[src/rtl/softmax_pkg.sv]
// Shared constants and drain FSM state type for the softmax psum read-back path.
package softmax_pkg;
  localparam int unsigned BW          = 8;
  localparam int unsigned SOFTMAX_COL = 8;
  localparam int unsigned RW          = BW * SOFTMAX_COL;
  localparam int unsigned AW          = 6;
  localparam int unsigned MAX_ROWS    = 8;

  typedef enum logic [1:0] {
    IDLE  = 2'd0,
    READ  = 2'd1,
    FLUSH = 2'd2,
    DONE  = 2'd3
  } drain_state_e;
endpackage

[src/rtl/softmax_drain_fifo.sv]
// Small output buffer for drained psum rows: synchronous push/pop, head is the oldest entry.
module softmax_drain_fifo #(
  parameter int unsigned width = 64,
  parameter int unsigned depth = 2
) (
  input  logic                   clk,
  input  logic                   reset,
  input  logic                   push,
  input  logic [width-1:0]       push_data,
  input  logic                   pop,
  output logic [width-1:0]       head,
  output logic [$clog2(depth):0] count,
  output logic                   full,
  output logic                   empty
);
  localparam int unsigned PW = $clog2(depth);

  logic [width-1:0] mem [depth];
  logic [PW-1:0]    wr_ptr;
  logic [PW-1:0]    rd_ptr;

  always_ff @(posedge clk or negedge reset) begin
    if (!reset) begin
      for (int unsigned i = 0; i < depth; i++) mem[i] <= '0;
      wr_ptr <= '0;
      rd_ptr <= '0;
      count  <= '0;
    end else begin
      if (push) begin
        mem[wr_ptr] <= push_data;
        wr_ptr      <= wr_ptr + 1'b1;
      end
      if (pop) rd_ptr <= rd_ptr + 1'b1;
      case ({push, pop})
        2'b10:   count <= count + 1'b1;
        2'b01:   count <= count - 1'b1;
        default: ;
      endcase
    end
  end

  assign head  = mem[rd_ptr];
  assign full  = (count == (PW+1)'(depth));
  assign empty = (count == '0);
endmodule

[src/rtl/softmax_psum_drain.sv]
// Walks N consecutive psum rows, reads each once and streams them out with a last flag.
module softmax_psum_drain
  import softmax_pkg::*;
#(
  parameter int unsigned bw          = BW,
  parameter int unsigned softmax_col = SOFTMAX_COL,
  parameter int unsigned aw          = AW,
  parameter int unsigned fifo_depth  = 2
) (
  input  logic                      clk,
  input  logic                      reset,
  input  logic                      start,
  input  logic [aw-1:0]             base_add,
  input  logic [3:0]                num_rows,
  output logic                      mem_rd,
  output logic [aw-1:0]             mem_add,
  input  logic [bw*softmax_col-1:0] mem_rdata,
  output logic [bw*softmax_col-1:0] out_data,
  output logic                      out_valid,
  input  logic                      out_ready,
  output logic                      out_last,
  output logic                      busy,
  output logic                      done
);
  localparam int unsigned CW   = $clog2(fifo_depth) + 1;
  localparam int unsigned CNTW = $clog2(MAX_ROWS) + 1;

  drain_state_e    state;
  logic [aw-1:0]   base_r;
  logic [CNTW-1:0] num_r;
  logic [CNTW-1:0] issued;
  logic [CNTW-1:0] sent;
  logic            inflight;

  logic [CW-1:0]   fifo_count;
  logic            fifo_full;
  logic            fifo_empty;
  logic            pop;
  logic            credit_ok;
  logic [CW:0]     occ;

  softmax_drain_fifo #(
    .width (bw*softmax_col),
    .depth (fifo_depth)
  ) u_fifo (
    .clk       (clk),
    .reset     (reset),
    .push      (inflight),
    .push_data (mem_rdata),
    .pop       (pop),
    .head      (out_data),
    .count     (fifo_count),
    .full      (fifo_full),
    .empty     (fifo_empty)
  );

  assign out_valid = !fifo_empty;
  assign pop       = out_valid && out_ready;
  assign out_last  = out_valid && (sent == num_r - CNTW'(1));

  // Credit counts the same-cycle pop as freed space; without it a 2-entry
  // buffer cannot sustain one row per cycle with the read latency in the loop.
  assign occ       = (CW+1)'(fifo_count) + (CW+1)'(inflight) - (CW+1)'(pop);
  assign credit_ok = !(fifo_full && !pop) && (occ < (CW+1)'(fifo_depth));

  assign mem_rd  = (state == READ) && credit_ok;
  assign mem_add = base_r + aw'(issued);
  assign busy    = (state == READ) || (state == FLUSH);
  assign done    = (state == DONE);

  always_ff @(posedge clk or negedge reset) begin
    if (!reset) begin
      state    <= IDLE;
      base_r   <= '0;
      num_r    <= '0;
      issued   <= '0;
      sent     <= '0;
      inflight <= 1'b0;
    end else begin
      inflight <= mem_rd;
      if (mem_rd) issued <= issued + 1'b1;
      if (pop)    sent   <= sent + 1'b1;
      case (state)
        IDLE: begin
          if (start) begin
            base_r <= base_add;
            num_r  <= num_rows;
            issued <= '0;
            sent   <= '0;
            state  <= (num_rows == '0) ? DONE : READ;
          end
        end
        READ:  if (mem_rd && issued == num_r - CNTW'(1)) state <= FLUSH;
        FLUSH: if (pop && out_last) state <= DONE;
        DONE:  state <= IDLE;
        default: state <= IDLE;
      endcase
    end
  end
endmodule

[config.mk]
export PLATFORM = sky130hd
export DESIGN_NAME = softmax_psum_drain
export DESIGN_NICKNAME = d
export VERILOG_FILES = /design/src/rtl/softmax_pkg.sv /design/src/rtl/softmax_drain_fifo.sv /design/src/rtl/softmax_psum_drain.sv
export SDC_FILE = /design/constraint.sdc
export NUM_CORES = 1
export LEC_CHECK = 0
export CAP_MARGIN = 20
export CORE_MARGIN = 2
export CORE_UTILIZATION = 51
export DETAILED_ROUTE_END_ITERATION = 8
export GPL_TIMING_DRIVEN = 0
export PLACE_DENSITY_LB_ADDON = 0.25
export SLEW_MARGIN = 20
export SYNTH_ARGS = -nofsm -noshare
export SYNTH_HDL_FRONTEND = slang
export SYNTH_SLANG_ARGS = --single-unit
[constraint.sdc]
create_clock -name clk -period 2.6 [get_ports clk]
set_input_delay 0.52 -clock clk [delete_from_list [all_inputs] [get_ports clk]]
set_output_delay 0.52 -clock clk [all_outputs]
set_load 0.02 [all_outputs]
* Word level (Yosys, flattened, before mapping) *
Index checks and enable logic that the tools add are counted.

operators by class
  muxes and demuxes = 18
  eq/ne operators = 11
  $lt $le $gt $ge = 4
  add/sub/neg operators = 10
  reductions and logical operators = 18
  bitwise operators = 2

operator list
  operator                                                  number
  two-way mux 64 bit                                        4
  bitwise mux 128 bit                                       1
  demux 64 bit (select 1 bit)                               1
  two-way mux 4 bit                                         6
  adder 4 x 1 -> 4 bit, second input constant               2
  equality test 2 bit, second input constant                4
  equality test 4 bit                                       2
  logical AND 1 bit                                         8
  two-way mux 2 bit                                         4
  one-hot mux 2 bit (4 select lines)                        1
  adder 6 x 4 -> 6 bit                                      1
  equality test 2 x 1 -> 1 bit, second input constant       2
  greater-or-equal comparator 2 bit, second input constant  2
  zero test 2 bit                                           2
  zero test 4 bit                                           1
  inequality test 2 x 1 -> 1 bit, second input constant     2
  inverter 1 -> 2 bit                                       2
  one-hot mux 2 bit (2 select lines)                        1
  subtractor 4 x 1 -> 4 bit, second input constant          1
  adder 2 x 1 -> 3 bit                                      1
  zero test 1 bit                                           3
  < comparator 3 x 2 -> 1 bit, second input constant        1
  AND reduction 3 bit                                       1
  subtractor 3 x 1 -> 3 bit                                 1
  other kinds (8)                                           9

storage, ports and cells
  output and inout bits = 75
  input port bits = 78
  word-level logic and storage cells = 74
  register bits = 153

* Longest topological paths before layout *
Gate-level depths: netlist (run 1).

  depth after elaboration = 11
  depth in mapped cells = 10
  gate-level depth less buffers = 10

* Cells and area by module *
Synthesis (run 1) repeated with hierarchy kept, for this count alone.

second synthesis, totals
  cell total of the unflattened synthesis = 494
  area total of the unflattened synthesis = 7055.5 µm²

by module, submodules not included
  module              sequential area each (µm²)  area each (µm²)  cells an instance  instances
  softmax_drain_fifo  3303.2                      5719.2           355                1
  softmax_psum_drain  525.5                       1336.3           139                1

* Least setup slack after synthesis (run 1) *
OpenSTA, ideal clock, no wires.

  path type = input to register
  start point = input port out_ready
  end point = register state[1]
  data required time = 2.472 ns
  path slack = 0.038 ns
  cell stages on the path = 10
  library setup time = 0.128 ns
  buffers on the path = 0
  arrival time = 2.434 ns
  cell sequence = inv_1 -> nor3b_2 -> a21oi_1 -> nand2b_1 -> fa_1 -> or2_4 -> a21oi_4 -> a41o_1 -> o2111ai_2 -> mux2i_1

between the ends
  cells in the longest elaborated chain, start to end = 9
  elaborated cells between the ends (all ways) = 13
  those cells by class = 1 x add/sub; 1 x order compare; 2 x eq/ne; 9 x reduce/logical

ends and longest elaborated chain
  item                                                               line                      source
  start: declaration                                                 softmax_psum_drain.sv:20  input logic out_ready,
  logical AND 1 bit (*)                                              softmax_psum_drain.sv:58  assign pop = out_valid && out_ready;
  branches (longest 3 deep; another with subtractor 3 x 1 -> 3 bit)  -
  logical AND 1 bit (*)                                              softmax_psum_drain.sv:64  assign credit_ok = !(fifo_full && !pop) && (occ < (CW+1)'(fifo_depth));
  logical AND 1 bit (*)                                              softmax_psum_drain.sv:66  assign mem_rd = (state == READ) && credit_ok;
  via mem_rd                                                         softmax_psum_drain.sv:15  output logic mem_rd,
  logical AND 1 bit (*)                                              softmax_psum_drain.sv:93  READ: if (mem_rd && issued == num_r - CNTW'(1)) state <= FLUSH;
  inequality test 2 x 1 -> 1 bit (no source line) (*)                -
  AND reduction 3 bit (no source line) (*)                           -
  end signal: assignment                                             softmax_psum_drain.sv:90  state <= (num_rows == '0) ? DONE : READ;
  end: declaration                                                   softmax_psum_drain.sv:28  drain_state_e state;

Mark *: on every way through the listed nets, which the timed path passes.
A chain may end at the register's enable or synchronous reset.

* Worst setup path after layout (run 1) *
  start point = register u_fifo.count[0]
  end point = output port mem_rd

between the ends
  cells in the longest elaborated chain, start to end = 8
  elaborated cells between the ends (all ways) = 12
  those cells by class = 2 x add/sub; 1 x order compare; 1 x eq/ne; 8 x reduce/logical

ends and longest elaborated chain
  item                                                          line                      source
  start: declaration                                            softmax_drain_fifo.sv:12  output logic [$clog2(depth):0] count,
  start signal: assignment                                      softmax_drain_fifo.sv:35  2'b10: count <= count + 1'b1;
  start signal: assignment                                      softmax_drain_fifo.sv:36  2'b01: count <= count - 1'b1;
  branches (longest 6 deep; another with adder 2 x 1 -> 3 bit)  -
  logical AND 1 bit (*)                                         softmax_psum_drain.sv:64
  logical AND 1 bit (*)                                         softmax_psum_drain.sv:66
  end: declaration                                              softmax_psum_drain.sv:15

Every way passes the cells marked *.

==> impl_metrics.tcl, run 1 <==
set metrics [dict create \
    globalplace.congestion 0.7576 \
    holdCritPathClass "input port to async pin" \
    synth_area_per_cell_um2 14.04 \
    slew_violations 0 \
    layout_common_cells "mux2_2 (174), dfrtp_1 (148), clkdlybuf4s50_1 (94)" \
    setup_violations 1 \
    end_kind "output pin" \
    wl_per_cell_um 17.21 \
    ir_drop_v 0.0007707 \
    seq_area_frac_synth_pct 54.66 \
    drt_iter0_markers 124 \
    power_mw 13.47 \
    finalWorstSetupSlack_ns -0.1160 \
    final_cell_area_mm2 0.009473 \
    synth_top_family_by_area "multiplexers" \
    grt_usage_pct 21.46 \
    powerDensity_mw_per_mm2 1422 \
    p_sw_share_pct 35.40 \
    yosys_warnings 0 \
    final_common_cell "mux2_2" \
    ant_nets 0 \
    power.switching_mw 4.766 \
    setup_tns_ns -0.1160 \
    synth_simple_gate_area_share_pct 4.323 \
    cts.path.max_buffers 2 \
    max_cap_violations 0 \
    grt_setup_unrepaired "true" \
    start_util_pct 52.47 \
    boundaryPins 153 \
    routed_wl_mm 14.92 \
    synthXorXnorAreaFrac_pct 3.108 \
    finalHoldViolCount 0 \
    slew_headroom_pct 63.60 \
    path_max_fanout 4 \
    die_h_um 121.2 \
    grt_pass1_vias 4984 \
    area_growth_pct 35.24 \
    crit_type "flop to output pin" \
    vias 4534 \
    finalCritPeriodShare_pct 104.5 \
    fin_crit_ns 2.716 \
    power_frac_seq_pct 31.4 \
    via_per_inst 5.230 \
    worst_pin_slew_ns 0.5460 \
    ys_top_cells_by_area "dfrtp_1 (55%), mux2_2 (28%), mux2_1 (2.9%)" \
    synth_top_area_cell "dfrtp_1" \
    synth_seq_cells 153 \
    r2r_cells 10 \
    syn_area_mm2 0.007004 \
    grt_max_degree 84 \
    drtPass1Iterations 4 \
    outcome "finished, violations left" \
    start_kind "flop" \
    antenna_found_initial 0 \
    drive_above_1_share_pct 37.77 \
    power_frac_clock_pct 18.7 \
    diodes 0 \
    synth_top_area_share_pct 54.66 \
    rows 42 \
    cts_made_buffers 17 \
    rr_startpoint "u_fifo.count[0]$_DFFE_PN0P_" \
    grt_pass1_wl_mm 24.40 \
    power.leakage_nw 4.211 \
    rrSetupSlack_ns 0.12 \
    root_buffer "clkbuf_16" \
    synthAdderAreaFrac_pct 2.715 \
    nets 772 \
    synth_compound_area_share_pct 1.822 \
    hold_buffers 0 \
    placed_cell_area_mm2 0.008778 \
    place_ws_ns -1.218 \
    drc 0 \
    path_clk_slew_ns 0.06 \
    dieArea_mm2 0.01469 \
    fmax_mhz 368.2 \
    finalClockSkew_ns 0.004098 \
    cts_tree "built" \
    worstPathRequired_ns 2.08 \
    synthMuxAreaShare_pct 31.15 \
    synthCells 499 \
    crit-reg2reg-capture "state[1]$_DFFE_PN0P_" \
    clock_latency_ns 0.41 \
    share_comb_of_total_power_pct 49.9 \
    synthesis.nets 591 \
    final_util_pct 70.97 \
    cts.htree.levels 4 \
    critPathArrivalTime_ns 2.20 \
    intPower_mw 8.699 \
    numPortBuffers 152 \
    cts.sinks 153 \
    coreArea_mm2 0.01335 \
    grt-ovfl-total 0 \
    synth_cell_types 38 \
    dpl.hpwl_mm 10.52 \
    die_x_um 121.2 \
    violations "negative setup slack" \
]
==> layer usage <==
| layer | global-route usage [%] | vias to the layer above | wire, um |
|---|---|---|---|
| li1 | - | 2104 | - |
| met1 | 26.68 | 2310 | 6364 |
| met2 | 37.04 | 102 | 7627 |
| met3 | 4.652 | 18 | 679 |
| met4 | 7.471 | 0 | 251 |
| met5 | 0 | - | 0 |
==> synthesized netlist by cell type <==
library cell  instances
fa_1                  2
and4_2                1
a41o_1                1
a21oi_4               1
and4_1                1
ha_1                 12
or2b_2                1
a21o_1                2
or2_2                 1
mux2_1               18
nor4_1                1
mux2_2              174
o21ai_1               1
and2_1                2
o211ai_1              1
a32oi_1               1
buf_2                19
clkbuf_1              4
xnor2_2               1
nor3_2                1
nand3_1               1
nor3_1                1
nor2b_1               2
inv_1                12
nor2_1               10
a21oi_1               7
nor3b_2               1
xnor2_1              15
o2111ai_2             1
mux2i_1               2
dfrtp_1             153
or2_4                 1
xor2_1                8
o21ai_0               3
nand2b_1              2
nor3_4                1
nand2_1              33
nand4_1               1
==> cell families (layout without fill, tap and decap cells) <==
| group | Yosys count | in the layout |
|---|---|---|
| xor+xnor | 24 | 24 |
| compound gates | 18 | 18 |
| simple gates | 61 | 61 |
| fa+ha+maj | 14 | 14 |
| mux | 194 | 194 |
| flops | 153 | 153 |
| buf+inv | 35 | 227 |
==> what timing repair did <==
item                                    CTS  global route
endpoints found under the setup margin   75             9
gates resized for setup                  88            13
setup buffers                             4             5
pin swaps                                 4             4
gates cloned                              0             0
==> critical path: stages (launching register included) <==
cell      delay [ns]
dfrtp_2         0.44
nor3b_4         0.24
a21oi_2         0.07
nand2b_4        0.15
fa_2            0.34
or2_4           0.24
a21oi_4         0.17
buf_6           0.13
==> flip-flops by register name, indices dropped and copies added (netlist names), 2 cells and up <==
signal        cells
base_r            6
issued            4
num_r             4
sent              4
state             2
u_fifo.count      2
u_fifo.mem      128
==> how the worst max path moves through the flow <==
stage / slack, ns / from / end / cells past startpoint
finish: -0.12 / u_fifo.count[0]$_DFFE_PN0P_ / mem_rd / 7
global placement: -4.85 / reset / u_fifo.mem[5]$_DFFE_PN0P_ / 1
CTS: -0.19 / u_fifo.count[1]$_DFFE_PN0P_ / mem_rd / 7
global route: -0.19 / u_fifo.count[0]$_DFFE_PN0P_ / mem_rd / 7
floorplan: 0.04 / out_ready / state[1]$_DFFE_PN0P_ / 10
detailed placement: -1.22 / out_ready / mem_rd / 9
==> power by group through the flow <==
stage / Clock (mW) / Combinational [mW] / Sequential [mW]
5_1_grt: 2.68 / 7.24 / 4.37
2_1_floorplan: 0 / 4.55 / 4.05
3_3_place_gp: 0 / 6.87 / 4.16
6_report: 2.51 / 6.72 / 4.23
3_5_place_dp: 0 / 7.04 / 4.27
4_1_cts: 2.57 / 6.76 / 4.23
==> stage by stage <==
stage | std cells | hold WS (ns)
6_report | 867 | 0.04708
5_1_grt | 867 | 0.08783
4_1_cts | 862 | 0.07119
3_5_place_dp | 828 | 0.4755
3_3_place_gp | 827 | 0.4627
2_1_floorplan | 499 | 0.2244
==> final cells by class <==
| type | instances | area [um^2] |
|---|---|---|
| clock buffers | 23 | 498.0 |
| flip-flops and latches | 153 | 3835 |
| multi-input cells | 311 | 3054 |
| inverters | 12 | 45.04 |
| fillers | 956 | 3875 |
| repair buffers | 162 | 1564 |
| clock inverters | 7 | 115.1 |
| well taps | 176 | 220.2 |
| plain buffers | 23 | 141.4 |
No activity file was read; power rests on OpenSTA's default activity.
==> inputs of run 2 (changes only) <==
CORE_MARGIN = 10   (was 2)
CORE_UTILIZATION = 55   (was 51)
DONT_BUFFER_PORTS = 1   (was unset)
==> run 2 against run 1 <==
The run ends with negative hold slack, negative setup slack left. Worst setup slack worse by 0.0098 ns. Power fell by 10%. Critical path depth decreased by 1. Combinational power is 19% lower. Cell count decreased by 18%. First-iteration DRC count up 11%. Global-route usage down 4.8 points. Via count down 15%. Hold slack got worse by 0.25 ns. Utilization down 7.7 points. Sequential power barely moved. Critical endpoint unchanged.
==> impl_metrics.tcl, run 2 (synthesized netlist as in run 1, its figures left out) <==
set metrics [dict create \
    outcome "finished, violations left" \
    violations "negative hold slack, negative setup slack" \
    grt_pass1_wl_mm 23.16 \
    start_kind "flop" \
    largestRegisters "u_fifo.mem (128), base_r (6)" \
    cts.htree.levels 4 \
    clock_latency_ns 0.42 \
    grt-ovfl-total 0 \
    path_clk_slew_ns 0.06 \
    slew_violations 0 \
    path_max_fanout 8 \
    layout_common_cells "mux2_2 (174), dfrtp_1 (150), nand2_1 (32)" \
    die_x_um 132.9 \
    finalWorstSetupSlack_ns -0.1258 \
    finalCritPeriodShare_pct 104.8 \
    start_util_pct 55.73 \
    grt_pass1_vias 4248 \
    finalClockSkew_ns 0.004297 \
    nets 620 \
    grt_setup_unrepaired "true" \
    power.leakage_nw 3.491 \
    cts_tree "built" \
    cts.path.max_buffers 2 \
    grt_max_degree 154 \
    crit_type "flop to output pin" \
    largest_reg_flops 128 \
    finalHoldViolCount 153 \
    vias 3873 \
    stdcell_count 713 \
    drive_above_1_share_pct 47.32 \
    drtPass1Iterations 4 \
    drt_iter0_markers 138 \
    end_kind "output pin" \
    max_cap_violations 0 \
    fin_crit_ns 2.726 \
    dp_cells 671 \
    setup_tns_ns -0.1258 \
    holdCritPathClass "input port to async pin" \
    dpl.hpwl_mm 10.34 \
    fmax_mhz 366.9 \
    ir_drop_v 0.0006805 \
    area_growth_pct 13.56 \
    cts_made_buffers 17 \
    grt_usage_pct 16.65 \
    wl_per_cell_um 20.15 \
    boundaryPins 153 \
    ant_nets 0 \
    globalplace.congestion 0.7492 \
    worstPathRequired_ns 2.08 \
    routed_wl_mm 14.37 \
    critPathArrivalTime_ns 2.21 \
    hold_slack_ns -0.2060 \
    antenna_found_initial 0 \
    final_common_cell "mux2_2" \
    rows 41 \
    setup_violations 1 \
    numPortBuffers 0 \
    root_buffer "clkbuf_16" \
    worst_pin_slew_ns 0.6472 \
    coreArea_mm2 0.01257 \
    slew_headroom_pct 56.85 \
    die_h_um 132.9 \
    diodes 0 \
    via_per_inst 5.432 \
    rrSetupSlack_ns 0.13 \
    fillers 957 \
    powerDensity_mw_per_mm2 1523 \
    dieArea_mm2 0.01765 \
    drc 0 \
    largest_register "u_fifo.mem" \
    cts.sinks 153 \
]
[run 2: worst paths after layout]
path | to | startpoint | depth (start not counted)
max reg2reg | state[0]$_DFFE_PN0P_ | u_fifo.count[0]$_DFFE_PN0P_ | 9
min reg2reg | u_fifo.mem[113]$_DFFE_PN0P_ | u_fifo.mem[113]$_DFFE_PN0P_ | 1
max | mem_rd | u_fifo.count[0]$_DFFE_PN0P_ | 6
min | u_fifo.mem[48]$_DFFE_PN0P_ | reset | 0
min in group clk | base_r[0]$_DFFE_PN0P_ | base_add[0] | 2
max in group asynchronous | issued[0]$_DFF_PN0_ | reset | 0
[run 2: timing repair]
item / CTS / global route
gates cloned: 0 / 0
setup endpoints to repair: 56 / 6
pin swaps: 3 / 4
gates resized for setup: 11 / 5
hold endpoints to repair: 153 / 153
buffers inserted: 4 / 6
[run 2: final cells by class]
type                            count  area (um^2)  area share, %
Sequential cell                   153         3832          48.18
Clock buffer                       23        478.0          6.009
Multi-Input combinational cell    311         3077          38.68
Inverter                           12        45.04         0.5663
Clock inverter                      9        120.1          1.510
Tap cell                          172        215.2          2.706
Timing Repair Buffer               10        75.07         0.9438
Buffer                             23        111.4          1.400
[run 2: routing by layer]
layer	track usage, %	share of wire [%]	vias up	routed length [um]
met1	18.19	40	1966	5686
met4	6.235	1.3	0	189
met5	0	0	-	0
li1	-	-	1798	-
met3	6.132	6.6	16	947
met2	28.83	53	93	7543
[run 2: power by group]
part	leakage, nW	switching [mW]	total [mW]	internal [mW]
sequential	1.82	0.627	4.22	3.59
clock	0.300	0.899	2.47	1.57
combinational	1.37	3.00	5.42	2.42
[run 2: stage by stage]
| stage | power [mW] | hold slack [ns] | cell area, um^2 | setup slack (ns) | util (%) |
|---|---|---|---|---|---|
| floorplan | 8.598 | 0.2244 | 7004 | 0.03772 | - |
| global route | 12.84 | -0.2290 | 7954 | -0.2178 | 63.29 |
| CTS | 12.18 | -0.2224 | 7890 | -0.1164 | 62.78 |
| finish | 12.11 | -0.2060 | 7954 | -0.1258 | 63.29 |
| detailed placement | 9.585 | 0.2306 | 7219 | -0.2498 | 57.44 |
| global placement | 9.370 | 0.2296 | 7219 | -0.1416 | 57.44 |
[run 2: worst max-delay path, cell delays in order, from the launching register on]
cell,delay [ns]
dfrtp_2,0.42
nor3b_4,0.24
a21oi_2,0.07
nand2b_4,0.14
fa_2,0.33
or2_4,0.24
a21oi_4,0.34
==> edit 1 (settings of run 2) <==
`AW`: 6 -> 5.
--- a/src/rtl/softmax_pkg.sv
+++ b/src/rtl/softmax_pkg.sv
@@ -3,7 +3,7 @@
   localparam int unsigned BW          = 8;
   localparam int unsigned SOFTMAX_COL = 8;
   localparam int unsigned RW          = BW * SOFTMAX_COL;
-  localparam int unsigned AW          = 6;
+  localparam int unsigned AW          = 5;
   localparam int unsigned MAX_ROWS    = 8;
 
   typedef enum logic [1:0] {
Ports: changed (resized base_add and mem_add); port bits go from 153 to 151. No check against the original RTL was run, so the function may have changed too.
==> edit 1 against run 2 <==
Routed wire length increased by 1.1%. Final cell count decreased by 2.2%. Worst setup slack improved by 57 ps. The run still ends with negative hold slack, negative setup slack left. Sequential cell count down 1. Highest routed layer unchanged. Total power down 0.55%. Clock power hardly changed. Critical endpoint unchanged. Synthesized area down 0.80%. Register-to-register slack improved by 30 ps. Sequential share of layout area increased by 0.28 points. Design area fell by 1.2%.
==> edit 1: results (changes against run 2) <==
Post-route cell area -> 7860 sq um (-1.2%)
Leakage -> 3.43 nW (-1.8%)
Inserted Diodes -> 0 (unchanged)
Placed Cells -> 660 (-1.6%)
Multi-input logic area -> 3040 sq um (-1.2%)
Hold Slack -> -195 ps (+10.6 ps)
Dpl hpwl -> 10400 microns (+0.53%)
First-pass GRT wire length -> 24100 microns (+4.0%)
Largest net degree at the start of global routing -> 153 (-0.65%)
Synth top area cells -> dfrtp_1 (55%), mux2_2 (29%), mux2_1 (2.3%)
Mean Syn Cell Area -> 14.1 sq um (+0.61%)
Internal power -> 7.54 mW (-0.60%)
Failing checks -> negative hold slack, negative setup slack
Yosys cell types -> 37 (-2.6%)
Final setup vio count -> 1 (unchanged)
Post-DR vias/cell -> 5.48 (+0.87%)
Max IR drop VDD -> 0.903 mV (+33%)
Worst slew pin tran -> 631 ps (-15.8 ps)
Nets -> 608 (-1.9%)
Dpl ws -> -175 ps (+75.3 ps)
Fraction of area in registers -> 48.5% (+0.28 points)
Synth warnings -> 0 (unchanged)
Most frequent cells after synthesis -> mux2_2 (178), dfrtp_1 (152), nand2_1 (30)
Setup Total Neg Slack -> -69.1 ps (+56.7 ps)
Total GRT Usage -> 17.2% (+0.56 points)
TritonCTS buffer count -> 17 (unchanged)
Share of cells above drive strength 1 -> 47.8% (+0.51 points)
DR iter-0 viols -> 140 (+1.4%)
Placed Area -> 7160 sq um (-0.85%)
FILL cells -> 937 (-2.1%)
Non-Clock Buffer Count -> 29 (-12%)
Multi-In Gates -> 305 (-1.9%)
Number of global-route vias before repair -> 4323 (+1.8%)
Routed len/inst -> 20.8 microns (+3.4%)
Worst Skew -> 4.06 ps (-0.235 ps)
Internal reg-to-reg setup slack -> 160 ps (+30 ps)
Reg2reg end -> state[1]$_DFFE_PN0P_
Syn_nets -> 583 (-1.4%)
Chip width -> 132 microns (-0.34%)
CTS sink count -> 152 (-0.65%)
Gpl congestion -> 0.740 (-1.2%)
Final hold violation count -> 152 (-0.65%)
Post-route setup slack -> -69.1 ps (+56.7 ps)
Crit path DAT -> 2150 ps (-60 ps)
Clock-pin slew on the worst setup and hold paths -> 60 ps (about the same)
Largest regs -> u_fifo.mem x128, base_r x5
Routed WL -> 14500 microns (+1.1%)
Non-clock buffering overhead -> 1.99% (-0.35 points)
Status -> complete, but fails checks
[edit 1: cell count changes in the layout (fill, tap and decap cells not counted), sizes merged]
cell,run 2,this run
clkinv,6,3
o21ai,4,3
nand2,33,30
xnor2,16,15
nor2b,2,1
dfrtp,153,152
buf,29,25
clkinvlp,0,2
[edit 1: cell families (layout without fill, tap and decap cells)]
logic type | count (synthesis) | in the layout | synth area share, %
fa+ha+maj | 14 | 14 | 2.74
mux | 194 | 194 | 31.4
buf+inv | 35 | 72 | 2.23
compound gates | 17 | 17 | 1.76
flops | 152 | 152 | 54.7
simple gates | 57 | 57 | 4.11
xor+xnor | 23 | 23 | 3.01
[edit 1: repair_timing]
action,in CTS,in global routing
pin swaps,3,2
hold endpoints to repair,152,152
buffers inserted,4,2
endpoints found under the setup margin,54,3
resized for setup,10,4
[edit 1: per-layer routing]
layer	vias to the layer above	GRT usage [%]	wire length (microns)
met5	-	0	0
met3	14	6.97	1130
li1	1771	-	-
met2	102	28.0	7200
met1	1932	20.3	6020
met4	0	5.68	173
==> edit 2 (flow settings as in run 2) <==
Made on the original files. The 4 states of `drain_state_e` get a one-hot encoding in 4 bits.
--- a/src/rtl/softmax_pkg.sv
+++ b/src/rtl/softmax_pkg.sv
@@ -6,11 +6,11 @@
   localparam int unsigned AW          = 6;
   localparam int unsigned MAX_ROWS    = 8;
 
-  typedef enum logic [1:0] {
-    IDLE  = 2'd0,
-    READ  = 2'd1,
-    FLUSH = 2'd2,
-    DONE  = 2'd3
+  typedef enum logic [3:0] {
+    IDLE  = 4'b0001,
+    READ  = 4'b0010,
+    FLUSH = 4'b0100,
+    DONE  = 4'b1000
   } drain_state_e;
 endpackage
 
Formal check against the unedited RTL: same outputs for any inputs over 4 cycles, from zero or initial values and one cycle with reset low; so few cycles prove little.
==> edit 2 against run 2 <==
The flow finishes with violations (negative hold slack). Critical path depth is 3 higher. Sequential cell count up 2. Largest power group unchanged. Sequential share of layout area increased by 0.32 points. Highest routed layer unchanged. Synthesized area rose by 0.63%. Die area up 0.53%. Clock skew grew 2.7 ps. Total power decreased by 3.2%. Register-to-register slack gained 230 ps. Sequential power hardly changed. Design area increased by 0.63%. Routed wire length is 2.0% higher. Clock power rose by 3%. Worst setup slack gained 170 ps.
==> edit 2: results (changes against run 2) <==
Status -> complete, but fails checks
Failing checks -> negative hold slack
Dpl hpwl -> 10500 microns (+1.5%)
Dpl ws -> -61.6 ps (+188 ps)
Largest net degree at the start of global routing -> 156 (+1.3%)
Synth top area cells -> dfrtp_1 (55%), mux2_2 (32%), buf_2 (1.5%)
CP max stage delay -> 370 ps (-50 ps)
First-pass GRT wire length -> 23500 microns (+1.5%)
Nets -> 605 (-2.4%)
Fraction of registers with async set/reset -> 100% (unchanged)
TritonRoute pass-1 iters -> 5 (+1)
DR iter-0 viols -> 220 (+59%)
Slew HR -> 39.0% (-18 points)
Total GRT Usage -> 16.9% (+0.30 points)
Most frequent cells after synthesis -> mux2_2 (199), dfrtp_1 (154), buf_2 (21)
CP max FO -> 3 (-5)
Routed len/inst -> 20.9 microns (+3.7%)
Max IR drop VDD -> 0.719 mV (+5.6%)
Placed Area -> 7260 sq um (+0.61%)
Register area share after synthesis -> 55.1% (+0.39 points)
Final hold violation count -> 154 (+0.65%)
Leakage -> 3.49 nW (-0.12%)
Synth Area in Adders -> 1.81% (-0.90 points)
Placed Cells -> 664 (-1.0%)
Post-synthesis mux area share -> 31.9% (+0.78 points)
Non-Filler Instances -> 701 (-1.7%)
Delay-heaviest family, CP -> compound AO/OA/AOI/OAI gates
Post-DR vias/cell -> 5.63 (+3.7%)
Met3 Wirelength -> 1210 microns (+27%)
Slowest CP cell -> dfrtp_1
Synth Instances -> 492 (-1.4%)
Hold Slack -> -201 ps (+4.90 ps)
Initial antenna violation count -> 0 (unchanged)
Syn_nets -> 579 (-2.0%)
Synth Area in XOR/XNOR -> 2.88% (-0.23 points)
Yosys cell types -> 41 (+7.9%)
Gpl congestion -> 0.811 (+8.3%)
Share of cells above drive strength 1 -> 52.6% (+5.2 points)
Wire length on met2 -> 7480 microns (-0.78%)
==> edit 2: worst paths after layout <==
kind | start | depth (start not counted) | to | slack (ps)
max in group asynchronous | reset | 0 | state[0]$_DFFE_PN1P_ | 2550
setup / recovery | u_fifo.count[1]$_DFFE_PN0P_ | 9 | mem_rd | 50
hold / removal | reset | 0 | u_fifo.mem[70]$_DFFE_PN0P_ | -200
hold reg to reg | state[3]$_DFFE_PN0P_ | 1 | state[3]$_DFFE_PN0P_ | 490
setup reg to reg | u_fifo.count[1]$_DFFE_PN0P_ | 10 | issued[3]$_DFF_PN0_ | 360
min in group clk | base_add[1] | 2 | base_r[1]$_DFFE_PN0P_ | 220
==> edit 2: final cells by class <==
class	instances	area [sq um]
clock inverters	8	143
repair buffers	7	52.6
well taps	172	215
inverters	11	43.8
clock buffers	22	464
plain buffers	24	125
flip-flops and latches	155	3880
multi-input cells	302	3080
fillers	968	4560
==> edit 2: cells by family (layout without fill, tap and decap cells) <==
group | count (synthesis) | count (layout)
adder cells (fa/ha/maj) | 9 | 9
AND/OR/NAND/NOR | 46 | 46
XOR/XNOR | 20 | 20
flip-flops | 155 | 155
AO/OA/AOI/OAI | 27 | 27
buffers and inverters | 35 | 72
multiplexers | 200 | 200
==> edit 2: power by group through the flow <==
stage / Combinational [mW] / Clock, mW / Sequential, mW
5_1_grt: 5.33 / 2.73 / 4.38
3_3_place_gp: 4.82 / 0 / 4.15
2_1_floorplan: 4.22 / 0 / 4.05
4_1_cts: 5.01 / 2.60 / 4.23
3_5_place_dp: 4.93 / 0 / 4.25
6_report: 4.94 / 2.55 / 4.23
==> edit 2: routing by layer <==
| layer | global-route usage (%) | up-vias |
|---|---|---|
| met5 | 0 | - |
| met4 | 5.20 | 0 |
| met3 | 7.97 | 10 |
| met2 | 28.1 | 104 |
| met1 | 19.0 | 2026 |
| li1 | - | 1808 |
==> edit 2: what timing repair did <==
action,CTS,global route
endpoints found under the setup margin,53,4
resized for setup,18,4
hold endpoints to repair,155,155
pin swaps,4,5
setup buffers,5,2
==> edit 2: worst register-to-register path: stages, from the launching register on <==
cell and delay [ps]:
dfrtp_1 370, buf_6 120, nand2_4 50, nor2_4 90
a21oi_2 50, nand2b_4 150, fa_2 560, o2111ai_4 120
buf_4 200, or3_1 340, a21oi_1 140
